===== src/rtl/lh_msg_framer_if.sv =====
// Byte-stream and light-hash command bundle for lh_msg_framer.
// The master side is the environment (upstream source plus hash); the slave side is the framer.
interface lh_msg_framer_if;
    logic [7:0]  in_byte;
    logic        in_valid;
    logic        in_last;
    logic        in_ready;
    logic        hash_busy;
    logic        digest_ready;
    logic [7:0]  message_byte;
    logic        message_valid;
    logic [1:0]  state;
    logic        frame_done;
    logic [15:0] byte_count;

    modport master (
        output in_byte, in_valid, in_last, hash_busy, digest_ready,
        input  in_ready, message_byte, message_valid, state, frame_done, byte_count
    );

    modport slave (
        input  in_byte, in_valid, in_last, hash_busy, digest_ready,
        output in_ready, message_byte, message_valid, state, frame_done, byte_count
    );
endinterface


===== src/rtl/lh_msg_framer.sv =====
// Frames a byte stream into head/message/tail command strobes for the light hash.
// Define LH_FRAMER_FIFO_EN for a FIFO_DEPTH-entry input FIFO; otherwise a single holding register.
module lh_msg_framer #(
    parameter int FIFO_DEPTH = 4
) (
    input logic          clk,
    input logic          rst,
    lh_msg_framer_if.slave bus
);

`ifdef LH_FRAMER_FIFO_EN
    localparam int DEPTH = FIFO_DEPTH;
`else
    localparam int DEPTH = 1;
`endif
    localparam int            CW   = $clog2(DEPTH + 1);
    localparam logic [CW-1:0] FULL = CW'(DEPTH);

    typedef enum logic [2:0] {IDLE, HEAD, HGAP, FETCH, MSG, MGAP, TAIL, TWAIT} fsm_t;

    fsm_t          st, nxt;
    logic [CW-1:0] count, count_nxt;
    logic          push, pop;
    logic [7:0]    head_byte;
    logic          head_last;
    logic          last_flag;
    logic [1:0]    code_nxt;

    assign push = bus.in_valid && bus.in_ready;
    assign pop  = (st == FETCH) && (count != '0);

    always_comb begin
        count_nxt = count;
        case ({push, pop})
            2'b10:   count_nxt = count + CW'(1);
            2'b01:   count_nxt = count - CW'(1);
            default: count_nxt = count;
        endcase
    end

    // in_ready is computed from the post-edge occupancy, so a pop while full never admits a push that same cycle
    always_ff @(posedge clk or posedge rst) begin
        if (rst) begin
            count        <= '0;
            bus.in_ready <= 1'b0;
        end else begin
            count        <= count_nxt;
            bus.in_ready <= (count_nxt != FULL);
        end
    end

`ifdef LH_FRAMER_FIFO_EN
    localparam int AW = $clog2(DEPTH);

    logic [8:0]    mem [DEPTH];
    logic [AW-1:0] wr_ptr, rd_ptr;

    // Power-of-two depth lets the pointers wrap by plain overflow
    always_ff @(posedge clk or posedge rst) begin
        if (rst) begin
            wr_ptr <= '0;
            rd_ptr <= '0;
        end else begin
            if (push) wr_ptr <= wr_ptr + AW'(1);
            if (pop)  rd_ptr <= rd_ptr + AW'(1);
        end
    end

    always_ff @(posedge clk) begin
        if (push) mem[wr_ptr] <= {bus.in_last, bus.in_byte};
    end

    assign {head_last, head_byte} = mem[rd_ptr];
`else
    logic [8:0] hold;

    always_ff @(posedge clk) begin
        if (push) hold <= {bus.in_last, bus.in_byte};
    end

    assign {head_last, head_byte} = hold;
`endif

    always_ff @(posedge clk or posedge rst) begin
        if (rst) st <= IDLE;
        else     st <= nxt;
    end

    always_comb begin
        nxt      = st;
        code_nxt = bus.state;
        case (st)
            IDLE:    if (count != '0) nxt = HEAD;
            HEAD:    nxt = HGAP;
            HGAP:    nxt = FETCH;
            FETCH:   if (count != '0) nxt = MSG;
            MSG:     nxt = MGAP;
            MGAP:    if (!bus.hash_busy) nxt = last_flag ? TAIL : FETCH;
            TAIL:    nxt = TWAIT;
            TWAIT:   if (bus.digest_ready) nxt = IDLE;
            default: nxt = IDLE;
        endcase
        // Gap and wait states keep the code of the last command issued
        case (nxt)
            IDLE:    code_nxt = 2'b11;
            HEAD:    code_nxt = 2'b00;
            MSG:     code_nxt = 2'b10;
            TAIL:    code_nxt = 2'b01;
            default: code_nxt = bus.state;
        endcase
    end

    always_ff @(posedge clk or posedge rst) begin
        if (rst) begin
            bus.message_valid <= 1'b0;
            bus.state         <= 2'b11;
            bus.message_byte  <= 8'h00;
            bus.frame_done    <= 1'b0;
            bus.byte_count    <= 16'h0000;
            last_flag         <= 1'b0;
        end else begin
            bus.message_valid <= (nxt == HEAD) || (nxt == MSG) || (nxt == TAIL);
            bus.state         <= code_nxt;
            bus.frame_done    <= (st == TWAIT) && bus.digest_ready;
            if (pop) begin
                bus.message_byte <= head_byte;
                last_flag        <= head_last;
            end
            if (st == HEAD)
                bus.byte_count <= 16'h0000;
            else if (st == MSG && bus.byte_count != 16'hFFFF)
                bus.byte_count <= bus.byte_count + 16'd1;
        end
    end

endmodule


===== src/flat_wrapper.sv =====
// flat-port wrapper written by rule: the top's interface ports become plain ports
module lh_msg_framer_flat 
#(
    parameter int FIFO_DEPTH = 4
)
  (clk, rst, bus_in_byte, bus_in_valid, bus_in_last, bus_hash_busy, bus_digest_ready, bus_in_ready, bus_message_byte, bus_message_valid, bus_state, bus_frame_done, bus_byte_count);
  lh_msg_framer_if bus_i ();
  input logic clk;
  input logic rst;
  input wire logic [$bits(bus_i.in_byte)-1:0] bus_in_byte;
  input wire logic [$bits(bus_i.in_valid)-1:0] bus_in_valid;
  input wire logic [$bits(bus_i.in_last)-1:0] bus_in_last;
  input wire logic [$bits(bus_i.hash_busy)-1:0] bus_hash_busy;
  input wire logic [$bits(bus_i.digest_ready)-1:0] bus_digest_ready;
  output wire logic [$bits(bus_i.in_ready)-1:0] bus_in_ready;
  output wire logic [$bits(bus_i.message_byte)-1:0] bus_message_byte;
  output wire logic [$bits(bus_i.message_valid)-1:0] bus_message_valid;
  output wire logic [$bits(bus_i.state)-1:0] bus_state;
  output wire logic [$bits(bus_i.frame_done)-1:0] bus_frame_done;
  output wire logic [$bits(bus_i.byte_count)-1:0] bus_byte_count;
  assign bus_i.in_byte = bus_in_byte;
  assign bus_i.in_valid = bus_in_valid;
  assign bus_i.in_last = bus_in_last;
  assign bus_i.hash_busy = bus_hash_busy;
  assign bus_i.digest_ready = bus_digest_ready;
  assign bus_in_ready = bus_i.in_ready;
  assign bus_message_byte = bus_i.message_byte;
  assign bus_message_valid = bus_i.message_valid;
  assign bus_state = bus_i.state;
  assign bus_frame_done = bus_i.frame_done;
  assign bus_byte_count = bus_i.byte_count;
  lh_msg_framer #(.FIFO_DEPTH(FIFO_DEPTH)) u_core (.clk(clk), .rst(rst), .bus(bus_i));
endmodule

===== config.mk =====
export PLATFORM = sky130hd
export DESIGN_NAME = lh_msg_framer_flat
export DESIGN_NICKNAME = d
export VERILOG_FILES = /design/src/rtl/lh_msg_framer_if.sv /design/src/rtl/lh_msg_framer.sv /design/src/flat_wrapper.sv
export SDC_FILE = /design/constraint.sdc
export NUM_CORES = 1
export LEC_CHECK = 0
export CELL_PAD_IN_SITES_DETAIL_PLACEMENT = 1
export CELL_PAD_IN_SITES_GLOBAL_PLACEMENT = 2
export CORE_MARGIN = 1.5
export CORE_UTILIZATION = 32
export DETAILED_ROUTE_END_ITERATION = 6
export HOLD_SLACK_MARGIN = 0.02
export PLACE_DENSITY_LB_ADDON = 0.15
export SETUP_SLACK_MARGIN = 0.15
export SYNTH_ARGS = -nofsm -noshare
export SYNTH_HDL_FRONTEND = slang
export SYNTH_SLANG_ARGS = --single-unit

===== constraint.sdc =====
create_clock -name clk -period 2.3 [get_ports clk]
set_clock_uncertainty 0.1 [all_clocks]
set_input_delay 0.46 -clock clk [delete_from_list [all_inputs] [get_ports clk]]
set_output_delay 0.46 -clock clk [all_outputs]
set_load 0.01 [all_outputs]

# Word level (Yosys, flattened, before mapping)

Index checks and enable logic that the tools add are counted.

$add $sub $neg: 3
Equality and inequality tests: 13
Mux-type cells: 10
Bitwise operators: 1
Reduce and logical (&&, ||, !) cells: 10

Operators by type and width:

| kind                  | number |
|---|---|
| $mux 16               | 2 |
| $pmux 3 s8            | 1 |
| $eq 3x3->1 const B    | 6 |
| $add 16x1->16 const B | 1 |
| $ne 16x16->1 const B  | 1 |
| $mux 3                | 5 |
| $pmux 2 s4            | 1 |
| $eq 3x1->1 const B    | 2 |
| $eq 3x2->1 const B    | 2 |
| $logic_not 3->1       | 2 |
| $logic_and 1x1->1     | 4 |
| $reduce_bool 4->1     | 1 |
| $eq 2x1->1 const B    | 1 |
| $eq 2x2->1 const B    | 1 |
| $logic_or 1x1->1      | 2 |
| $pmux 1 s2            | 1 |
| $reduce_bool 2->1     | 1 |
| $add 1x1->1 const B   | 1 |
| $not 1->1             | 1 |
| $sub 1x1->1 const B   | 1 |

Flip-flop bits (word level): 43
Input bits: 14
Output and inout bits: 29
Logic and storage cells: 47

# Depth between registers and ports, before layout

Depth after elaboration: 6
Gate-level depth with buffers: 7
Gate-level depth less buffers: 5

# Worst setup path after synthesis

No wires, ideal clock.

Kind: reg-to-reg
Start: register u_core.st[1]
End: register u_core.bus.byte_count[7]
Setup time: 78 ps
Arrival: 1746 ps
Required time: 2122 ps
Path slack: 375 ps
Cell stages (with the launch flop): 6
Buffers on the path: 1
Period minus slack after synthesis: 1925 ps
Cells stage by stage: dfrtp_1 -> or3b_4 -> or2_0 -> clkbuf_1 -> or4_1 -> a21oi_1

Longest elaborated chain between the ends: 3
Elaborated cells on any way between the ends: 5
Those cells by class: 2 x eq/ne; 1 x mux; 2 x reduce/logical

RTL lines:

| what                               | line                   | text |
|---|---|---|
| start: declaration                 | lh_msg_framer.sv:21    | `fsm_t st, nxt;` |
| start signal: assignment           | lh_msg_framer.sv:86    | `else st <= nxt;` |
| $eq 3x3->1                         | lh_msg_framer.sv:131   | `else if (st == MSG && bus.byte_count != 16'hFFFF)` |
| $logic_and 1x1->1                  | lh_msg_framer.sv:131   |  |
| $reduce_bool 2->1 (no source line) | -                      |  |
| end signal: assignment             | lh_msg_framer.sv:132   | `bus.byte_count <= bus.byte_count + 16'd1;` |
| end: declaration                   | lh_msg_framer_if.sv:23 | `output in_ready, message_byte, message_valid, state, frame_done, byte_count` |

Several ways; a longest one is shown, not always the timed one.
A chain may end at the register's enable or synchronous reset.

# Worst setup path in the final report

Ends and elaborated chain as after synthesis.

==> results by group <==
Layout
  • Register area: 0.001124 mm^2
  • NumNets Final: 237
  • Antenna Cells: 0
  • Multi-input logic area: 788.3 um^2
  • Area Growth Syn to Fin: 34.50%
  • Commonest non-fill, non-tap cell in the layout: clkdlybuf4s50_1
  • Layout cells sized above 1: 14.35%
  • Most frequent cells in the layout: clkdlybuf4s50_1 (42), dfrtp_1 (32), nand2_1 (14)
  • Fillers: 652

Worst setup path
  • Crit path max fanout: 7
  • Delay-heaviest family, CP: simple AND/OR/NAND/NOR gates
  • Required @ worst endpoint: 2.42 ns
  • Cell Chain, Critical Path: or3b_4 > or2_0 > or4_1 > a21oi_1
  • R2R setup slack: 0.27 ns
  • Crit path launch type: register
  • Delay of the slowest critical-path stage: 0.50 ns
  • R2r worst-path depth: 4
  • Worst path arrival time: 2.15 ns
  • CP Depth: 4
  • Slowest-stage cell, CP: or4_1
  • Crit Path Category: reg2reg
  • Crit path launch: u_core.st[1]
  • Crit. End Element: register
  • RR Startpoint: u_core.st[1]
  • Buf/Inv on CP: 0

Placed design
  • Routability cong.: 0.8815
  • IO Port Bufs: 42
  • DPL Wire Length: 3.546 mm

Die
  • Core area: 0.005921 mm^2
  • Initial Utilization: 33.26%
  • DIE WIDTH: 81.45 um
  • Rows: 28
  • Die Height: 81.45 um
  • I/O pins: 43
  • Die area: 0.006634 mm^2

Run
  • Max-cap viol count: 0

Routing
  • DRC viols: 0
  • DRT Pass-1 Iters: 4
  • Drt via density: 5.272
  • Iter 0 DRT Violations: 61
  • Routed vias: 1571
  • Final wirelength: 4.892 mm
  • DRT antenna net count: 0
  • Routed WL per cell: 16.42 um

Hold path
  • Min-delay src: u_core.hold[3]
  • Worst Hold Class: reg2reg
  • Worst hold stages: 1

Timing
  • FMAX: 492.5 MHz
  • Hold Fails Final Rpt: 0
  • Final period utilization: 88.29%
  • Tmin final: 2.031 ns
  • Final Setup Violations: 0
  • Worst hold slack: 0.3795 ns
  • Worst-Margin Slew: 0.6951 ns
  • Setup tns final: 0 ns
  • Headroom to the max-slew limit: 53.07%
  • Unrepaired setup endpoints after global routing: false
  • Slew Viols, Final: 0

Logic synthesis
  • Post-synth EDFFs: 9
  • Ys Warns: 0
  • Async SR Flop Fraction: 79.07%
  • Cell variety after synth: 43
  • Syn_nets: 187
  • Post-synth top area cell: dfrtp_1
  • Ranking of synthesized cells by area: dfrtp_1 (41%), edfxtp_1 (14%), mux2_2 (5.1%)
  • Cells after Synth: 172
  • Ys flop type: dfrtp_1
  • Seq/Total Area, Yosys: 57.05%
  • Synth top area share: 40.66%
  • Yosys reg bits: 43
  • Syn Std Cell Area: 0.001969 mm^2
  • Average instance area after synthesis: 11.45 um^2

CTS
  • Cts repair resizes: 0
  • Post-CTS Setup Bufs: 0
  • Reg clk slew, reported paths: 0.08 ns
  • Num CTS Buffers: 5
  • CTS hold repair buffers: 0
  • Clock Tree Root: clkbuf_8
  • H-tree Lvls: 2
  • Clk sinks: 43
  • CTS tree: yes
  • Clock Path Buffers: 2
  • Worst skew pair latency: 0.29 ns

GRT
  • Global-route wire length before repair: 7.941 mm
  • GR Util All Layers: 16.10%
  • GR Overflow Total: 0
  • Pin count of the biggest net entering global routing: 35
  • Vias in the first global route: 1619
  • Initial antenna violation count: 0

Power
  • PwrDens: 1108 mW/mm^2
  • Peak supply drop: 0.5092 mV
  • Tot Pwr: 0.002935 W
  • Total leakage power: 1.053 nW

Outcome
  • Status: completed
## per-layer routing
metal | global-route usage (%) | wire length, um
met1 | 19.11 | 2151
met2 | 28.51 | 2507
met3 | 3.556 | 168
met4 | 5.690 | 64
met5 | 0 | 0
## layout make-up
cell class / instances / area share [%]
clock inverters: 2 / 2.267
well taps: 75 / 3.543
inverters: 8 / 1.134
clock buffers: 6 / 2.740
flip-flops and latches: 43 / 42.42
multi-input cells: 114 / 29.76
repair buffers: 50 / 18.14
## registers in the layout, summed over array words and instances, names as in the netlist
name                      count
u_core.last_flag              1
u_core.bus.byte_count        16
u_core.bus.state              2
u_core.bus.message_valid      1
u_core.st                     3
u_core.count                  1
u_core.bus.in_ready           1
u_core.bus.frame_done         1
u_core.hold                   9
u_core.bus.message_byte       8
## power by group
group	total, W	internal (W)	switching (W)
logic	0.00111	0.000579	0.000531
clock network	0.000691	0.000434	0.000257
registers	0.00113	0.00101	0.000128
total	0.00294	0.00202	0.000915
## synthesized netlist by cell type, drive strengths merged (3+ instances only)
cell type  count
a21oi          9
and3           4
clkbuf         6
dfrtp         32
edfxtp         9
inv            8
mux2           9
mux2i          4
nand2         14
nand3          7
nand4          6
nor2           3
nor3           6
nor3b          4
o21ai          6
o311ai         3
o31ai          3
or3            4
or4            3
## kinds of logic (layout without fill, tap and decap cells)
group | Yosys count | in the layout | synth area share [%]
AND/OR/NAND/NOR | 63 | 63 | 18.74
flip-flops | 43 | 43 | 57.05
AO/OA/AOI/OAI | 35 | 35 | 12.58
buffers and inverters | 15 | 66 | 2.922
multiplexers | 13 | 13 | 7.179
XOR/XNOR | 2 | 2 | 0.8896
adder cells (fa/ha/maj) | 1 | 1 | 0.6352
## path summary, 6_finish.rpt
kind	endpoint
hold / removal	u_core.bus.message_byte[3]
setup reg to reg	u_core.bus.byte_count[7]
min in group asynchronous	u_core.bus.byte_count[12]
setup / recovery	u_core.bus.byte_count[7]
max in group asynchronous	u_core.bus.state[0]
hold reg to reg	u_core.bus.message_byte[3]
## metrics by stage
step	instances	cell area [um^2]	worst slack (ns)	util [%]
3_3_place_gp	290	2516	0.2642	42.50
5_1_grt	298	2649	0.1518	44.74
6_report	298	2649	0.2694	44.74
2_1_floorplan	172	1969	0.3752	-
3_5_place_dp	290	2516	0.2193	42.50
4_1_cts	298	2649	0.2585	44.74
## worst register-to-register path: cells and delay by family (launching register included)
| family | cells | cell delay [ns] |
|---|---|---|
| flip-flops | 1 | 0.43 |
| AND/OR/NAND/NOR | 3 | 1.27 |
| AO/OA/AOI/OAI | 1 | 0.16 |
No activity file was read; power rests on OpenSTA's default activity.
